$ cat config.mk
export PLATFORM = sky130hd
export DESIGN_NAME = instr_encoder
export DESIGN_NICKNAME = d
export VERILOG_FILES = /design/src/rtl/instr_encoder.sv
export SDC_FILE = /design/constraint.sdc
export NUM_CORES = 1
export LEC_CHECK = 0
export BUFFER_PORTS_ARGS = -buffer_cell sky130_fd_sc_hd__buf_2
export CAP_MARGIN = 30
export CORE_UTILIZATION = 57
export CTS_BUF_LIST = sky130_fd_sc_hd__clkbuf_16
export CTS_CLUSTER_SIZE = 20
export DETAILED_ROUTE_END_ITERATION = 8
export GPL_TIMING_DRIVEN = 0
export PLACE_DENSITY = 0.8
export SLEW_MARGIN = 25
export SYNTH_ARGS = -nofsm -noshare
export SYNTH_HDL_FRONTEND = slang
export SYNTH_SLANG_ARGS = --single-unit
export TNS_END_PERCENT = 30
$ cat constraint.sdc
create_clock -name clk -period 4.7 [get_ports clk]
set_clock_uncertainty 0.15 [all_clocks]
set_input_delay 0.235 -clock clk [delete_from_list [all_inputs] [get_ports clk]]
set_output_delay 0.235 -clock clk [all_outputs]
set_load 0.02 [all_outputs]
$ cat src/rtl/instr_encoder.sv
// Packs symbolic MIPS instruction requests into 32-bit words and streams them
// through a small FIFO to the instruction-memory write port with sequential addresses.
module instr_encoder #(
  parameter int unsigned DEPTH  = 4,
  parameter int unsigned ADDR_W = 8
) (
  input  logic                     clk,
  input  logic                     rst,
  input  logic                     req_valid,
  output logic                     req_ready,
  input  logic [2:0]               req_kind,
  input  logic [4:0]               req_rs,
  input  logic [4:0]               req_rt,
  input  logic [4:0]               req_rd,
  input  logic [15:0]              req_imm,
  input  logic [25:0]              req_target,
  output logic                     out_valid,
  input  logic                     out_ready,
  output logic [31:0]              out_data,
  output logic [ADDR_W-1:0]        out_addr,
  output logic [$clog2(DEPTH):0]   count
);

  localparam int unsigned PW = $clog2(DEPTH);
  localparam int unsigned CW = PW + 1;

  typedef enum logic [2:0] {
    K_ADD  = 3'd0,
    K_LW   = 3'd1,
    K_SW   = 3'd2,
    K_BEQ  = 3'd3,
    K_J    = 3'd4,
    K_ADDI = 3'd5,
    K_ANDI = 3'd6,
    K_ORI  = 3'd7
  } kind_e;

  kind_e             kind;
  logic [31:0]       enc_word;
  logic [31:0]       mem_q [DEPTH];
  logic [PW-1:0]     wptr_q;
  logic [PW-1:0]     rptr_q;
  logic [CW-1:0]     count_q;
  logic [CW-1:0]     count_d;
  logic [ADDR_W-1:0] addr_q;
  logic              push;
  logic              pop;

  assign kind = kind_e'(req_kind);

  always_comb begin
    enc_word = '0;
    case (kind)
      K_ADD:   enc_word = {6'b000000, req_rs, req_rt, req_rd, 5'b00000, 6'b100000};
      K_LW:    enc_word = {6'b100011, req_rs, req_rt, req_imm};
      K_SW:    enc_word = {6'b101011, req_rs, req_rt, req_imm};
      K_BEQ:   enc_word = {6'b000100, req_rs, req_rt, req_imm};
      K_J:     enc_word = {6'b000010, req_target};
      K_ADDI:  enc_word = {6'b001000, req_rs, req_rt, req_imm};
      K_ANDI:  enc_word = {6'b001100, req_rs, req_rt, req_imm};
      K_ORI:   enc_word = {6'b001101, req_rs, req_rt, req_imm};
      default: enc_word = '0;
    endcase
  end

  // Readiness depends only on registered occupancy, never on out_ready.
  assign req_ready = (count_q != CW'(DEPTH));
  assign out_valid = (count_q != '0);
  assign push      = req_valid && req_ready;
  assign pop       = out_valid && out_ready;
  assign out_data  = mem_q[rptr_q];
  assign out_addr  = addr_q;
  assign count     = count_q;

  always_comb begin
    count_d = count_q;
    if (push && !pop)
      count_d = count_q + 1'b1;
    else if (pop && !push)
      count_d = count_q - 1'b1;
  end

  always_ff @(posedge clk or posedge rst) begin
    if (rst) begin
      for (int unsigned i = 0; i < DEPTH; i++)
        mem_q[i] <= '0;
      wptr_q  <= '0;
      rptr_q  <= '0;
      count_q <= '0;
      addr_q  <= '0;
    end else begin
      if (push) begin
        mem_q[wptr_q] <= enc_word;
        wptr_q        <= wptr_q + 1'b1;
      end
      if (pop) begin
        rptr_q <= rptr_q + 1'b1;
        addr_q <= addr_q + 1'b1;
      end
      count_q <= count_d;
    end
  end

endmodule
# --- Word-level counts from Yosys, hierarchy flattened ---
# Index checks and enable logic that the tools add are counted.
totals:
  register_bits: 143
  inputBits: 64
  output_inout_bits: 45
  elab_cells: 45
classes:
  add_sub_neg: 5
  order_cmp: 3
  eq_ne: 8
  muxes: 9
  n_bitwise: 2
  reduce_logical: 10
ops:
  columns: ["op", "n"]
  rows:
  - ["case mux 32 bit (8 select lines)", 1]
  - ["bitwise mux 128 bit", 1]
  - ["2-to-1 mux 32 bit", 3]
  - ["binary-select mux 32 bit (select 2 bit)", 1]
  - ["demux 32 bit (select 2 bit)", 1]
  - ["== test 3 bit, second input constant", 4]
  - ["adder 8 x 1 -> 8 bit, second input constant", 1]
  - ["== test 3 x 2 -> 1 bit, second input constant", 2]
  - [">= comparator 3 bit, second input constant", 2]
  - ["2-to-1 mux 3 bit", 2]
  - ["inverter 2 -> 3 bit", 2]
  - ["logical AND 1 bit", 5]
  - ["adder 2 x 1 -> 2 bit, second input constant", 2]
  - ["adder 3 x 1 -> 3 bit, second input constant", 1]
  - ["== test 3 x 1 -> 1 bit, second input constant", 1]
  - ["logical NOT 3 bit", 1]
  - ["less-than comparator 3 x 1 -> 1 bit, second input constant", 1]
  - ["inequality test 3 bit, second input constant", 1]
  - ["nonzero test 3 bit", 1]
  - ["subtractor 3 x 1 -> 3 bit, second input constant", 1]
  - ["logical NOT 1 bit", 2]
  - ["nonzero test 2 bit", 1]

# --- Longest topological paths before layout ---
# Gate-level depths: netlist of run 1.
depth:
  word_depth: 6
  depth_mapped: 10
  mapped_depth_nobuf: 9

# --- Worst setup path before layout of run 1 ---
# Ideal clock, no wire load.
synth_timing:
  path_type: "register to register"
  startpoint: "register count_q[1] (netlist: count[1])"
  endpoint: "register count_q[1] (netlist: count[1])"
  setup_ns: 0.125
  t_arrival_ns: 2.135
  required_ns: 4.425
  setup_slack_ns: 2.290
  path_stages_with_launch: 9
  path_buffers: 1
  synth_period_minus_slack_ns: 2.410
  cell_sequence: "dfrtp_1 > or3b_1 > buf_6 > nand2_1 > inv_1 > ha_1 > inv_1 > fa_1 > mux2_2"
synth_via:
  word_cells_on_any_way: 13
  cone_classes: "add/sub (2); eq/ne (1); mux (2); reduce/logical (8)"
synth_lines:
  columns: ["element", "line", "text"]
  rows:
  - ["start: declaration", "43", "logic [CW-1:0] count_q;"]
  - ["start signal: assignment", "100", "count_q <= count_d;"]
  - ["inequality test 3 bit", "67", "assign req_ready = (count_q != CW'(DEPTH));"]
  - ["named net req_ready", "10", "output logic req_ready,"]
  - ["logical AND 1 bit", "69", "assign push = req_valid && req_ready;"]
  - ["named net push", "46", "logic push;"]
  - ["logical AND 1 bit", "77", "if (push && !pop)"]
  - ["2-to-1 mux 3 bit", "77", null]
  - ["named net count_d[1]", "44", "logic [CW-1:0] count_d;"]
# The timed path passes the listed nets, and every way through them passes these cells. The select of a mux whose other input is x is not followed.
# A chain may end at the register's enable or synchronous reset.

# --- Final worst setup path of run 1 ---
layout_timing:
  startpoint: "register rptr_q[1]"
  endpoint: "output out_data[12]"
layout_via:
  elab_chain_cells: 4
layout_rtl:
  columns: ["element", "line", "text"]
  rows:
  - ["start: declaration", "42", "logic [PW-1:0] rptr_q;"]
  - ["start signal: assignment", "97", "rptr_q <= rptr_q + 1'b1;"]
  - ["inverter 2 -> 3 bit (not written as such)", "71", "assign out_data = mem_q[rptr_q];"]
  - ["binary-select mux 32 bit (select 2 bit)", "71", null]
  - ["2-to-1 mux 32 bit (not written as such) (2 in series)", "71", null]
  - ["end: declaration", "19", "output logic [31:0] out_data,"]
# No other way between the ends. The select of a mux whose other input is x is not followed.

==> results.yml, run 1 <==
route:
  drc: 0
  dr.pass1.iters: 4
  vias_per_cell: 5.526
  ant_nets: 0
  detail_route.iter0.violations: 193
  via_count: 4161
  avgRoutedWirePerCell_microns: 19.03
  wl_mm: 14.33
grt:
  grt-ovfl-total: 0
  antenna_found_initial: 0
  first_global_vias: 4384
  grt_pass1_wl_mm: 23.64
  grt_usage_pct: 24.42
  grt_max_degree: 72
cells_and_area:
  fin_util_pct: 69.80
  final_nets: 645
  final.fill_count: 867
  diodes: 0
  final_cell_mix: "dfrtp_1 (139), mux2_4 (120), buf_2 (116), mux4_2 (31)"
  final_common_cell: "dfrtp_1"
  syn_to_final_growth_pct: 17.88
  drive_gt1_share_pct: 55.73
floorplanning:
  rows: 40
  die-area_sq_mm: 0.01314
  start_util_pct: 59.21
  fp.dieH_microns: 114.6
  core_area_sq_mm: 0.01221
  die_w_microns: 114.6
  ioPinCount: 109
sta:
  slew_headroom_pct: 53.23
  fin_crit_ns: 2.631
  finalMaxSlewViolations: 0
  fin_crit_sh_pct: 55.98
  worst_hold_slack_ns: 0.08629
  hold_violations: 0
  max_slew.worst_pin.slew_ns: 0.7016
  fin_tns_setup_ns: 0
  setup_slack_ns: 2.069
  setup_violations: 0
  fmax_mhz: 380.1
  rsz0062_at_grt: "false"
clocking:
  clkLatencyLatePin_ns: 0.41
  cts_tree: "built"
  cts_resized: 0
  htree_levels: 4
  cts_root_buf: "clkbuf_16"
  cts_inserted_buffers: 17
  cts.clk_slew.worst_paths_ns: 0.05
  clk_path_buf_depth: 2
  clkSinkCount: 139
worst_setup_path:
  r2r_end: "count[1]$_DFFE_PP0P_"
  ff2ff_setup_slack_ns: 2.27
  cpPeakStageDelay_ns: 0.59
  crit_buf_inv: 3
  crit_top_cell: "clkbuf_1"
  crit_required_ns: 4.32
  critPathCaptureType: "output pin"
  critPathSlowestCell: "clkbuf_1"
  cp_top_family: "buffers and inverters"
  r2r_start: "count[0]$_DFFE_PP0P_"
  path_class: "reg2out"
  r2r_cells: 8
  cp_data_arrival_time_ns: 2.25
  path_cells: "clkbuf_1 > clkbuf_1 > mux4_2 > buf_2"
  crit_fanout: 10
  critical_path.startpoint_type: "register"
power:
  finalPower_mw: 6.385
  leakagePower_nw: 4.282
  vdd_drop_max_mv: 0.3990
  power_density_mw_per_mm2: 749.1
min_path:
  holdCritPathClass: "in2reg"
  min_from: "out_ready"
  hold_depth: 4
  holdPathEnd: "out_addr[1]$_DFFE_PP0P_"
status:
  outcome: "finished clean"
synth:
  syn-cell-area_sq_mm: 0.007231
  yosys_warnings: 0
  synth_area_leaders: "dfrtp_1 (48%), mux2_4 (25%), mux4_2 (9.7%)"
  yosysUniqueCellTypes: 34
  syn_avg_cell_area_sq_um: 16.21
  synth_top_cell_area_share_pct: 48.11
  yosysSeqAreaShare_pct: 48.11
  ys_seq_elements: 139
  syn-num-nets: 517
  syn_inst: 446
  synth_area_leader_cell: "dfrtp_1"
placed_design:
  gp_congestion: 0.7646
  port_buffers: 107
  dp_hpwl_mm: 9.763
  dp_slack_ns: 2.241
run:
  maxCapViolations: 0
[report_power, final]
group	internal (mW)	switching [mW]
Combinational	1.76	1.32
Clock	0.696	0.456
Sequential	1.79	0.359
Total	4.25	2.14
[registers in the layout, summed over array words and instances, names as in the netlist]
signal    count
rptr_q        2
count         3
out_addr      8
wptr_q        2
mem_q       124
[area by class of cell]
type | instances | area (sq um) | share of cell area (%)
flip-flops and latches | 139 | 3478 | 40.81
clock inverters | 13 | 76.32 | 0.8955
well taps | 168 | 210.2 | 2.466
inverters | 6 | 30.03 | 0.3523
clock buffers | 17 | 425.4 | 4.991
multi-input cells | 270 | 3396 | 39.84
plain buffers | 31 | 334.1 | 3.920
repair buffers | 109 | 573.1 | 6.723
[worst max-delay path by stage]
stage                                from                    end  slack [ns]  cells past startpoint
floorplan                             rst   count[0]$_DFFE_PP0P_        0.59                      1
global placement                      rst  mem_q[80]$_DFFE_PP0P_       -0.63                      2
detailed placement   count[1]$_DFFE_PP0P_   count[1]$_DFFE_PP0P_        2.24                      8
CTS                 rptr_q[1]$_DFFE_PP0P_           out_data[12]        2.08                      4
global route        rptr_q[1]$_DFFE_PP0P_           out_data[29]        1.97                      4
finish              rptr_q[1]$_DFFE_PP0P_           out_data[12]        2.07                      4
[per-layer routing]
metal | global-route usage [%] | share of wire, % | vias to the layer above
li1 | - | - | 1871
met1 | 33.77 | 46 | 2148
met2 | 38.22 | 48 | 123
met3 | 5.347 | 4.2 | 19
met4 | 9.004 | 1.6 | 0
met5 | 0 | 0 | -
[synth_stat cells, drive strengths merged]
library cell and n:
nand2b 1, xnor2 8, dfrtp 139, conb 1, mux2 137, nor2 3, nor3 2, o31a 1
nor4 1, or3b 1, or3 1, or2 1, xor2 7, mux2i 6, nand2 18, nor3b 1
ha 6, o21ai 33, buf 23, fa 1, nand4 1, nand3 6, nor2b 1, mux4 31
o21a 2, inv 6, clkbuf 8
[logic make-up after synthesis]
family	Yosys count	synth area share [%]
DFF	139	48.11
buffers and inverters	37	4.932
AOI/OAI and AO/OA	36	2.630
adders and majority gates	7	1.315
and+or+nand+nor	37	3.098
other	1	0.05186
xor gates and xnor gates	15	1.817
muxes	174	38.05
[stage by stage]
stage | area (sq um) | cells
finish | 8523 | 753
global route | 8523 | 753
detailed placement | 8011 | 722
CTS | 8523 | 753
global placement | 7976 | 721
floorplan | 7231 | 446
[what timing repair did]
action,CTS,global route
hold buffers,1,0
setup endpoints to repair,0,0
hold endpoints to repair,68,0
buffers inserted,0,0
[worst reg2reg max path, stage by stage, from the launching register on]
cell and delay, ns:
dfrtp_1 0.45, or3b_1 0.39, buf_6 0.16, nand2_1 0.13
inv_1 0.06, ha_1 0.22, inv_1 0.08, fa_1 0.42
mux2_2 0.28
Power figures use the tool's default switching activity.
==> inputs of run 2 (changes only) <==
- CORE_UTILIZATION: 57 -> 52
- PLACE_DENSITY: 0.8 -> 0.77
- clock period: 4.7 -> 2.4 ns (I/O delays scaled with it)
==> results.yml, run 2 (same netlist as run 1, synthesis figures left out) <==
route:
  detail_route.iter0.violations: 240
  ant_nets: 0
  drc: 0
  vias_per_cell: 5.427
  via_count: 4320
  avgRoutedWirePerCell_microns: 18.73
  dr.pass1.iters: 5
  wl_mm: 14.91
sta:
  rsz0062_at_grt: "false"
  finalMaxSlewViolations: 0
  setup_violations: 0
  fin_crit_sh_pct: 96.16
  fmax_mhz: 433.3
  fin_crit_ns: 2.308
  slew_headroom_pct: 63.51
  hold_violations: 0
  max_slew.worst_pin.slew_ns: 0.5417
  fin_tns_setup_ns: 0
cells_and_area:
  final_cell_mix: "dfrtp_1 (137), mux2_4 (120), buf_2 (113), mux4_2 (31), dlygate4sd3_1 (24)"
  largest_reg_flops: 124
  syn_to_final_growth_pct: 23.59
  fin_cells: 796
  regMostFlops: "mem_q"
  diodes: 0
  final_nets: 678
  final.fill_count: 940
  final_common_cell: "dfrtp_1"
  drive_gt1_share_pct: 55.81
clocking:
  cts.clk_slew.worst_paths_ns: 0.06
  htree_levels: 4
  cts_inserted_buffers: 17
  clkSinkCount: 139
  cts_tree: "built"
  cts_root_buf: "clkbuf_16"
  clkLatencyLatePin_ns: 0.42
  clk_path_buf_depth: 2
floorplanning:
  ioPinCount: 109
  die-area_sq_mm: 0.01438
  rows: 42
  fp.dieH_microns: 119.9
  die_w_microns: 119.9
  core_area_sq_mm: 0.01340
  start_util_pct: 53.96
worst_setup_path:
  crit_fanout: 5
  crit_required_ns: 2.55
  path_class: "reg2reg"
  path_cells: "or3b_1 > buf_6 > nand2_4 > inv_1 > ha_1 > inv_1 > fa_1 > mux2_2"
  critPathSlowestCell: "dfrtp_2"
  cp_top_family: "adder cells"
  cpPeakStageDelay_ns: 0.43
  crit_top_cell: "inv_1"
  critPathCaptureType: "register"
  critical_path.startpoint_type: "register"
  crit_buf_inv: 3
  cp_data_arrival_time_ns: 2.46
grt:
  grt_max_degree: 34
  antenna_found_initial: 0
  grt_usage_pct: 22.76
  first_global_vias: 4672
  grt_pass1_wl_mm: 24.65
  grt-ovfl-total: 0
min_path:
  holdCritPathClass: "in2reg"
power:
  leakagePower_nw: 4.452
  power_density_mw_per_mm2: 1440
  vdd_drop_max_mv: 0.7805
placed_design:
  dp_hpwl_mm: 9.953
  gp_congestion: 0.7700
  dp_cells: 733
  port_buffers: 107
status:
  outcome: "finished clean"
run:
  maxCapViolations: 0
-- run 2: cell count changes in the layout (fill, tap and decap cells not counted), moves of 2 or more --
cell / previous run / this run
buf_12: 12 / 16
buf_2: 116 / 113
buf_4: 1 / 10
clkbuf_1: 8 / 6
clkbuf_2: 0 / 2
clkinv_2: 1 / 4
clkinvlp_4: 0 / 2
dfrtp_1: 139 / 137
dfrtp_2: 0 / 2
dlygate4sd3_1: 1 / 24
inv_1: 12 / 8
-- run 2: what timing repair did --
item,4_1_cts,5_1_grt
setup endpoints to repair,27,9
setup buffers,0,7
endpoints found under the hold margin,123,0
hold buffers,24,0
cloned,0,0
gates resized for setup,7,4
-- run 2: final timing paths --
check,start,endpoint,slack (ns),cells after the start
setup reg to reg,count[1]$_DFFE_PP0P_,count[1]$_DFFE_PP0P_,0.09,8
setup / recovery,count[1]$_DFFE_PP0P_,count[1]$_DFFE_PP0P_,0.09,8
hold / removal,req_imm[2],mem_q[98]$_DFFE_PP0P_,0.06,4
min in group asynchronous,rst,mem_q[35]$_DFFE_PP0P_,0.10,3
max in group asynchronous,rst,mem_q[52]$_DFFE_PP0P_,1.26,5
hold reg to reg,out_addr[7]$_DFFE_PP0P_,out_addr[7]$_DFFE_PP0P_,0.32,1
-- run 2: area by class of cell --
class,instances,area (sq um),area share (%)
plain buffers,31,344.1,3.850
multi-input cells,270,3411,38.17
inverters,6,28.78,0.3220
flip-flops and latches,139,3481,38.95
repair buffers,142,908.4,10.17
clock inverters,15,117.6,1.316
well taps,176,220.2,2.464
clock buffers,17,425.4,4.761
-- run 2: routing by layer --
metal	vias up	track usage [%]	routed length, microns
li1	1942	-	-
met3	26	5.228	570
met5	-	0	0
met1	2249	31.47	6749
met4	0	7.734	272
met2	103	35.45	7319
-- run 2: power by group --
part           internal [mW]  switching, mW  leakage, nW  total (mW)
combinational           3.57           2.65         2.49        6.22
clock                   1.49          0.950        0.281        2.44
sequential              3.52          0.693         1.68        4.21
-- run 2: worst min-delay path, stage by stage --
cell and delay [ns]:
buf_2 0.07, o21ai_0 0.06, o21ai_1 0.17, mux2_4 0.18
-- run 2: metrics by stage --
| step | utilization [%] | power, mW | worst slack, ns | hold WS [ns] | instance area, sq um |
|---|---|---|---|---|---|
| after detailed placement | 60.22 | 10.30 | -0.02426 | 0.001108 | 8070 |
| after floorplan | - | 8.852 | -0.009971 | 0.1700 | 7234 |
| after CTS | 66.16 | 12.86 | 0.02178 | 0.05577 | 8866 |
| after global routing | 66.69 | 13.53 | 0.01401 | 0.1064 | 8936 |
| final | 66.69 | 12.86 | 0.09212 | 0.06228 | 8936 |
| after global placement | 59.63 | 10.08 | -0.3352 | 0.3048 | 7990 |
==> inputs of run 3 (changes only) <==
- CORE_UTILIZATION: 52 -> 57
- PLACE_DENSITY: 0.77 -> 0.8
- REMOVE_ABC_BUFFERS: unset -> 1
- clock period: 2.4 -> 2.65 ns (I/O delays scaled with it)
==> results.yml, run 3 (same netlist as run 1, synthesis figures left out) <==
status:
  outcome: "finished clean"
grt:
  first_global_vias: 4581
  grt-ovfl-total: 0
  grt_max_degree: 108
  grt_usage_pct: 24.73
  antenna_found_initial: 0
  grt_pass1_wl_mm: 24.12
min_path:
  min_from: "req_rs[3]"
  hold_depth: 3
  holdPathEnd: "mem_q[24]$_DFFE_PP0P_"
  holdCritPathClass: "in2reg"
worst_setup_path:
  crit_required_ns: 2.80
  critPathCaptureType: "register"
  crit_fanout: 6
  ff2ff_setup_slack_ns: 0.23
  r2r_end: "count[1]$_DFFE_PP0P_"
  critical_path.startpoint_type: "register"
  path_class: "reg2reg"
  cp_data_arrival_time_ns: 2.58
  r2r_start: "count[0]$_DFFE_PP0P_"
  r2r_cells: 7
  worstSetupStartpoint: "count[0]$_DFFE_PP0P_"
route:
  ant_nets: 0
  wl_met1_mm: 6.415
  wl_met3_microns: 509
  wl_met2_mm: 7.641
  vias_per_cell: 5.565
  via_count: 4157
  drc: 0
  detail_route.iter0.violations: 186
  avgRoutedWirePerCell_microns: 19.69
  wl_mm: 14.71
  dr.pass1.iters: 4
  highest_layer: "met4"
sta:
  setup_slack_ns: 0.2263
  rsz0062_at_grt: "false"
  fin_crit_ns: 2.424
  worst_hold_slack_ns: 0.03003
  max_slew.worst_pin.slew_ns: 0.7789
  fmax_mhz: 412.6
  finalMaxSlewViolations: 0
  fin_crit_sh_pct: 91.46
  slew_headroom_pct: 48.08
  hold_violations: 0
  setup_violations: 0
placed_design:
  dp_hpwl_mm: 8.857
  gp_congestion: 0.7026
  dp_slack_ns: 0.09580
  port_buffers: 107
floorplanning:
  fp.dieH_microns: 114.6
  die_w_microns: 114.6
  die-area_sq_mm: 0.01314
  rows: 40
  ioPinCount: 109
  start_util_pct: 59.21
  core_area_sq_mm: 0.01221
clocking:
  clkSinkCount: 139
  cts_tree: "built"
  clk_path_buf_depth: 2
  cts.clk_slew.worst_paths_ns: 0.06
  cts_root_buf: "clkbuf_16"
  htree_levels: 4
  cts_inserted_buffers: 17
  clkLatencyLatePin_ns: 0.42
cells_and_area:
  final_common_cell: "dfrtp_1"
  final_nets: 638
  regMostFlops: "mem_q"
  diodes: 0
  fin_util_pct: 69.59
  final.fill_count: 849
  drive_gt1_share_pct: 54.58
  syn_to_final_growth_pct: 17.53
  final_cell_mix: "dfrtp_1 (137), mux2_4 (120), buf_2 (107), mux4_2 (31), dlygate4sd3_1 (22)"
  largest_reg_flops: 124
power:
  power_density_mw_per_mm2: 1338
  vdd_drop_max_mv: 0.7797
  leakagePower_nw: 4.218
run:
  maxCapViolations: 0
## run 3: worst max-delay path: stages (launching register included)
cell	delay, ns
dfrtp_1	0.46
or3b_4	0.49
nand2_1	0.15
inv_1	0.06
ha_1	0.22
inv_1	0.08
fa_1	0.42
mux2_2	0.27
## run 3: repair_timing
item	in CTS	in global routing
buffers inserted	0	0
endpoints found under the setup margin	0	2
hold endpoints to repair	179	0
hold buffers	22	0
gates resized for setup	0	1
## run 3: routing by layer
metal / vias up / global-route usage, %
met5: - / 0
met4: 0 / 7.619
met3: 16 / 5.823
met2: 96 / 42.02
met1: 2184 / 31.57
li1: 1861 / -
## run 3: worst max path at each step
stage	to	cells after the start	slack (ns)
after CTS	count[1]$_DFFE_PP0P_	7	0.08
after detailed placement	count[1]$_DFFE_PP0P_	7	0.1
final	count[1]$_DFFE_PP0P_	7	0.23
after global placement	count[0]$_DFFE_PP0P_	2	-2.57
after global routing	count[2]$_DFFE_PP0P_	8	0.10
after floorplan	count[0]$_DFFE_PP0P_	1	-1.36
## run 3: power breakdown
part | total (mW) | internal [mW] | switching (mW)
logic | 5.26 | 3.01 | 2.25
registers | 3.91 | 3.19 | 0.718
clock network | 2.20 | 1.35 | 0.852
## run 3: area by class of cell
cell class                      instances  area, sq um  area share, %
Tap cell                              168        210.2          2.474
Sequential cell                       139         3483          40.99
Clock inverter                         14        115.1          1.355
Clock buffer                           17        425.4          5.006
Timing Repair Buffer                  133        830.8          9.776
Inverter                                6        30.03         0.3534
Multi-Input combinational cell        270         3403          40.05
## run 3: per-stage QoR
stage / instance area [sq um] / power, mW / setup TNS, ns / cells
6_report: 8498 / 11.37 / 0 / 747
5_1_grt: 8498 / 11.93 / 0 / 747
4_1_cts: 8496 / 11.45 / 0 / 747
3_5_place_dp: 7735 / 9.150 / 0 / 694
3_3_place_gp: 7642 / 8.872 / -379.68 / 690
2_1_floorplan: 6897 / 7.750 / -188.63 / 415
